==> src/rtl/flap_game_ctrl_if.sv <==
// Bundle between the playfield/timer logic and the game controller.
// The master side drives the event inputs; the slave side is the controller.
interface flap_game_ctrl_if;
  logic        start_btn;
  logic        pipe_pass;
  logic        collision;
  logic        time_up;
  logic [1:0]  state;
  logic        playing;
  logic        game_over;
  logic [15:0] score_bcd;
  logic [15:0] high_bcd;
  logic        new_high;

  modport master (
    output start_btn, pipe_pass, collision, time_up,
    input  state, playing, game_over, score_bcd, high_bcd, new_high
  );

  modport slave (
    input  start_btn, pipe_pass, collision, time_up,
    output state, playing, game_over, score_bcd, high_bcd, new_high
  );
endinterface

==> src/rtl/flap_game_ctrl.sv <==
// Flappy-bird game-state FSM with a saturating 4-digit BCD score and a
// high-score register; the raw start button is synchronised internally.
module flap_game_ctrl #(
  parameter int unsigned SYNC_STAGES   = 2,
  parameter logic [15:0] SCORE_MAX_BCD = 16'h9999
) (
  input logic            clock_100Mhz,
  input logic            reset,
  flap_game_ctrl_if.slave bus
);

  typedef enum logic [1:0] {
    IDLE = 2'b00,
    PLAY = 2'b01,
    OVER = 2'b10
  } state_t;

  state_t                 st;
  logic [SYNC_STAGES-1:0] sync;
  logic                   start_d;
  logic                   start_rise;
  logic [15:0]            score;
  logic [15:0]            high;
  logic                   new_high;
  logic [15:0]            score_inc;

  // Digit-wise increment with rippling carry; callers gate it at saturation.
  function automatic logic [15:0] bcd_inc(input logic [15:0] v);
    logic [15:0] r;
    logic        c;
    r = v;
    c = 1'b1;
    for (int unsigned i = 0; i < 4; i++) begin
      if (c) begin
        if (v[i*4 +: 4] == 4'd9) begin
          r[i*4 +: 4] = '0;
        end else begin
          r[i*4 +: 4] = v[i*4 +: 4] + 4'd1;
          c = 1'b0;
        end
      end
    end
    return r;
  endfunction

  assign score_inc  = bcd_inc(score);
  assign start_rise = sync[SYNC_STAGES-1] & ~start_d;

  always_ff @(posedge clock_100Mhz or negedge reset) begin
    if (!reset) begin
      sync    <= '0;
      start_d <= 1'b0;
    end else begin
      sync    <= {sync[SYNC_STAGES-2:0], bus.start_btn};
      start_d <= sync[SYNC_STAGES-1];
    end
  end

  always_ff @(posedge clock_100Mhz or negedge reset) begin
    if (!reset) begin
      st       <= IDLE;
      score    <= '0;
      high     <= '0;
      new_high <= 1'b0;
    end else begin
      new_high <= 1'b0;
      case (st)
        IDLE: begin
          if (start_rise) begin
            st    <= PLAY;
            score <= '0;
          end
        end
        PLAY: begin
          // End of round wins over a same-cycle pipe_pass, which is dropped.
          if (bus.collision || bus.time_up) begin
            st <= OVER;
            if (score > high) begin
              high     <= score;
              new_high <= 1'b1;
            end
          end else if (bus.pipe_pass && (score != SCORE_MAX_BCD)) begin
            score <= score_inc;
          end
        end
        OVER: begin
          if (start_rise) begin
            st    <= IDLE;
            score <= '0;
          end
        end
        default: st <= IDLE;
      endcase
    end
  end

  assign bus.state     = st;
  assign bus.playing   = (st == PLAY);
  assign bus.game_over = (st == OVER);
  assign bus.score_bcd = score;
  assign bus.high_bcd  = high;
  assign bus.new_high  = new_high;

endmodule

==> src/flat_wrapper.sv <==
// flat-port wrapper written by rule: the top's interface ports become plain ports
module flap_game_ctrl_flat 
#(
  parameter int unsigned SYNC_STAGES   = 2,
  parameter logic [15:0] SCORE_MAX_BCD = 16'h9999
)
  (clock_100Mhz, reset, bus_start_btn, bus_pipe_pass, bus_collision, bus_time_up, bus_state, bus_playing, bus_game_over, bus_score_bcd, bus_high_bcd, bus_new_high);
  flap_game_ctrl_if bus_i ();
  input logic clock_100Mhz;
  input logic reset;
  input wire logic [$bits(bus_i.start_btn)-1:0] bus_start_btn;
  input wire logic [$bits(bus_i.pipe_pass)-1:0] bus_pipe_pass;
  input wire logic [$bits(bus_i.collision)-1:0] bus_collision;
  input wire logic [$bits(bus_i.time_up)-1:0] bus_time_up;
  output wire logic [$bits(bus_i.state)-1:0] bus_state;
  output wire logic [$bits(bus_i.playing)-1:0] bus_playing;
  output wire logic [$bits(bus_i.game_over)-1:0] bus_game_over;
  output wire logic [$bits(bus_i.score_bcd)-1:0] bus_score_bcd;
  output wire logic [$bits(bus_i.high_bcd)-1:0] bus_high_bcd;
  output wire logic [$bits(bus_i.new_high)-1:0] bus_new_high;
  assign bus_i.start_btn = bus_start_btn;
  assign bus_i.pipe_pass = bus_pipe_pass;
  assign bus_i.collision = bus_collision;
  assign bus_i.time_up = bus_time_up;
  assign bus_state = bus_i.state;
  assign bus_playing = bus_i.playing;
  assign bus_game_over = bus_i.game_over;
  assign bus_score_bcd = bus_i.score_bcd;
  assign bus_high_bcd = bus_i.high_bcd;
  assign bus_new_high = bus_i.new_high;
  flap_game_ctrl #(.SYNC_STAGES(SYNC_STAGES), .SCORE_MAX_BCD(SCORE_MAX_BCD)) u_core (.clock_100Mhz(clock_100Mhz), .reset(reset), .bus(bus_i));
endmodule
==> config.mk <==
export PLATFORM = sky130hd
export DESIGN_NAME = flap_game_ctrl_flat
export DESIGN_NICKNAME = d
export VERILOG_FILES = /design/src/rtl/flap_game_ctrl_if.sv /design/src/rtl/flap_game_ctrl.sv /design/src/flat_wrapper.sv
export SDC_FILE = /design/constraint.sdc
export NUM_CORES = 1
export LEC_CHECK = 0
export CAP_MARGIN = 20
export CORE_MARGIN = 3
export CORE_UTILIZATION = 47
export DETAILED_ROUTE_END_ITERATION = 6
export HOLD_SLACK_MARGIN = 0.02
export PLACE_DENSITY = 0.76
export SLEW_MARGIN = 5
export SYNTH_ARGS = -nofsm -noshare
export SYNTH_HDL_FRONTEND = slang
export SYNTH_SLANG_ARGS = --single-unit
==> constraint.sdc <==
create_clock -name clock_100Mhz -period 2.07 [get_ports clock_100Mhz]
set_input_delay 0.621 -clock clock_100Mhz [delete_from_list [all_inputs] [get_ports clock_100Mhz]]
set_output_delay 0.621 -clock clock_100Mhz [all_outputs]
set_load 0.02 [all_outputs]
==> summary.md <==
| Metric | Value |
|---|---|
| R2r setup slk | -0.19 ns |
| Number of buffers created by CTS | 5 |
| Delay of the slowest critical-path stage | between 0.4 and 0.5 ns |
| Post-detail-place hpwl | between 4000 and 5000 um |
| Post-Syn Instances | 210 |
| H-Tree Depth | 2 |
| Post-synth cell types | a little over 40 |
| Layer with the highest usage | met2 |
| Worst-path cell chain | ha_4 > nand4_1 > nor4_2 > o21ai_1 > a31oi_4 > buf_6 > buf_6 > mux2i_2 |
| Detailed-routing iteration count for the pre-antenna-repair pass | 4 |
| GRT Util Overall | 22.7% |
| Area fraction of the dominant cell type after synthesis | between 40 and 50% |
| Arrival time of the worst setup path | ~2.5 ns |
| Quantity of I/O buffers inserted on ports | 42 |
| Count of buffering cells on the critical path with inverters included | 2 |
| Number of cell rows | 24 |
| Outcome | finished, violations left |
| Final slew viol count | 0 |
| Met1 GRT Util | 29.1% |
| Final weighted congestion in routability-driven placement | 0.942 |
| Total power per unit cell area | ~850 nW/um2 |
| Synth async-reset ratio | 100% |
| Upper clock frequency limit | between 400 and 500 MHz |
| Clock Root Buffer | sky130_fd_sc_hd__clkbuf_8 |
| Vias | about 2000 |
| Final hold violations | 0 |
| Via-per-instance ratio | around 5.4 |
| Violations in the final reports | setup timing |
| CP delay by family, top | simple AND/OR/NAND/NOR gates |
| Worst-margin pin slew | ~0.46 ns |
| Layout cell share with drive strength beyond 1 | between 30 and 40% |
| LEAKAGE | approximately 1.7 nW |
| ANT nets after route | 0 |
| Height of the die | ~74 um |
| Worst reg2reg path endpoint | u_core.bus.high_bcd[11] |
| Core Footprint | between 4000 and 5000 um2 |
| Initial core utilization | between 40% and 50% |
| Cell accounting for the most synthesized area | sky130_fd_sc_hd__dfrtp_1 |
| Commonest cells after routing, fill and taps aside | sky130_fd_sc_hd__buf_4 (50), sky130_fd_sc_hd__clkdlybuf4s50_1 (30), sky130_fd_sc_hd__dfrtp_1 (23) |
| Post-synthesis sequential element count | 38 |
| Peak supply drop | 666 uV |
| Switching portion of total power | a little under two fifths |
| Unrepaired setup endpoints after global routing | yes |
| Pin count of the biggest net entering global routing | 21 |
| Share of the clock period used by the worst path after layout | 109% |
| Critical path launch point type | register |
| Final WS setup | -0.194 ns |
| Drt total wl | between 6000 and 7000 um |
| Met2 routing resource usage after global routing | 38.6% |
| Vias in the first global route | 2000 |
| Sequential cell area fraction in the yosys report | between 40% and 50% |
| Number of ports placed on the die boundary | 43 |
| Capturing element type of the critical path | register |
| Prevailing post-synth register cell | sky130_fd_sc_hd__dfrtp_1 |
| Fill cell instance count of the final layout | between 200 and 300 |
| Net switching component of the power | roughly 1.1 mW |
| Post-synth design cell area | 2200 um2 |
| TritonCTS clock tree | yes |
| Initial antenna violation count | 0 |
| Classification of the worst-slack hold path | input pin to async pin |
| Layout Area Growth over Synthesis | 57.3% |
| Max-slew headroom at the worst pin | 69.5% |
| Remaining Overflow, GRT | 0 |
| Number of warnings printed during yosys synthesis | 0 |
| Setup CP Type | register to register |
| Die Wd | ~74 um |
| Setup violators final | 17 |
| Cell with the most instances on the worst path | sky130_fd_sc_hd__buf_6 |
| Global routing usage on met3 | 4.59% |
| Slowest stage cell on the critical path | sky130_fd_sc_hd__dfrtp_2 |
| Clock network latency to the later pin of the worst-skew pair | ~0.29 ns |
| Utilization after layout | between 70 and 80% |
| Share of total power in combinational logic | around 50% |
| Synthesized Nets | 240 |
| Sequential share of power | 32.4% |
| Most common cell after layout, fill and taps aside | sky130_fd_sc_hd__buf_4 |
| Average instance area after synthesis | approximately 10 um2 |
| Number of DRC markers after the initial detailed-route iteration | between 100 and 150 |
| Data required, critical path | approximately 2.3 ns |
| Count of cells along the worst register-to-register path | 8 |
| Cell Int Power | roughly 1.8 mW |
| Final routed wire length divided by cell count | between 15 and 20 um |
| Floorplan die area | 5540 um2 |
| Number of remaining DRC errors | 0 |
| Worst-case clock skew | approximately 0.011 ns |
| Main area contributors after synthesis | sky130_fd_sc_hd__dfrtp_1 (43%), sky130_fd_sc_hd__ha_1 (14%), sky130_fd_sc_hd__inv_1 (4.4%), sky130_fd_sc_hd__mux2_2 (4.1%), sky130_fd_sc_hd__mux2i_1 (2.7%) |
| Post-synth EDFFs | 0 |
| Number of diodes added for antenna fixing | 0 |
| Clock network fraction of design power | 18.2% |
| Sink Count | 38 |
| Max Root-Sink Buffers | 2 |
| Clock edge transition at the registers on the reported setup and hold paths | 0.08 ns |
| Count of nets after finishing | 349 |
| Reg2reg start | u_core.bus.score_bcd[10] |
| Power consumption | about 3 mW |
| Peak fanout along the critical path | 6 |
| First-pass GRT wire length | 9490 um |
| Max-cap check violation count | 0 |
| Shortest clock period the worst path allows after layout | approximately 2.3 ns |
==> worst max path at each step <==
stage	from	end	slack, ns	cells past startpoint
5_1_grt	u_core.bus.high_bcd[11]	u_core.bus.high_bcd[11]	-0.28	9
2_1_floorplan	u_core.bus.score_bcd[11]	u_core.bus.high_bcd[14]	-0.11	7
6_report	u_core.bus.score_bcd[10]	u_core.bus.high_bcd[11]	-0.19	8
4_1_cts	u_core.bus.score_bcd[10]	u_core.bus.high_bcd[12]	-0.19	7
3_3_place_gp	bus_time_up	u_core.bus.high_bcd[8]	-0.20	6
3_5_place_dp	bus_time_up	u_core.bus.high_bcd[8]	-0.23	6
==> synthesized netlist by cell type (all sizes together), types with 2 or more instances <==
cell	count
ha	24
mux2	11
a21o	7
inv	27
o41ai	2
o31ai	6
or2	3
nand2b	5
mux2i	6
nor3	2
nand3	5
nand3b	4
nor4	3
o21ai	13
nor2b	4
nand2	16
nand4	4
dfrtp	38
nor2	7
a31oi	3
a21oi	7
==> worst reg2reg max path: cells and delay by family (launching register included) <==
kind	cells	cell delay [ns]
flip-flops	1	0.44
AND/OR/NAND/NOR	2	0.52
buffers and inverters	2	0.31
adder cells (fa/ha/maj)	1	0.27
AO/OA/AOI/OAI	2	0.40
multiplexers	1	0.23
==> registers in the layout (all words and copies together) (netlist names) <==
signal	count
u_core.bus.high_bcd	16
u_core.bus.state	2
u_core.start_d	1
u_core.bus.score_bcd	16
u_core.sync	2
u_core.bus.new_high	1
==> cells by family (layout without fill, tap and decap cells) <==
| kind of cell | count (synthesis) | in the layout | synth area share (%) |
|---|---|---|---|
| fa+ha+maj | 24 | 24 | 13.7 |
| simple gates | 56 | 56 | 13.6 |
| flops | 38 | 38 | 43.2 |
| buf+inv | 29 | 139 | 5.46 |
| compound gates | 46 | 46 | 15.4 |
| mux | 17 | 17 | 8.70 |
==> repair_timing <==
action	4_1_cts	5_1_grt
hold buffers	0	0
resized for setup	21	29
setup buffers	1	9
pin swaps	3	10
setup endpoints to repair	23	35
==> area by class of cell <==
class / count / area (um2) / share of cell area [%]
repair buffers: 104 / 943 / 27.3
inverters: 27 / 104 / 3.00
multi-input cells: 143 / 1290 / 37.2
flip-flops and latches: 38 / 970 / 28.0
well taps: 52 / 65.1 / 1.88
clock inverters: 1 / 5.00 / 0.145
clock buffers: 7 / 86.3 / 2.49
==> metrics by stage <==
step | cell area, um2 | worst slack, ns | cells | setup TNS (ns) | hold slack [ns]
after detailed placement | 3140 | -0.231 | 354 | -4.13 | 0.364
after CTS | 3280 | -0.191 | 363 | -2.26 | 0.292
after floorplan | 2270 | -0.106 | 210 | -0.317 | 0.325
after global routing | 3460 | -0.276 | 372 | -4.09 | 0.298
final | 3460 | -0.194 | 372 | -2.21 | 0.267
after global placement | 3140 | -0.204 | 354 | -3.21 | 0.337
==> power groups by stage <==
stage,Sequential (mW),Combinational (mW),Clock [mW]
after detailed placement,0.962,1.31,0
after floorplan,1.15,0.447,0
after global placement,0.955,1.28,0
after global routing,0.971,1.60,0.568
after CTS,0.952,1.33,0.537
final,0.957,1.46,0.537
==> routing by layer <==
| metal | wire [um] | vias up |
|---|---|---|
| met4 | 100 | 0 |
| met1 | 2720 | 990 |
| met3 | 205 | 12 |
| met2 | 3040 | 52 |
| li1 | - | 966 |
| met5 | 0 | - |
Power figures use the tool's default switching activity.
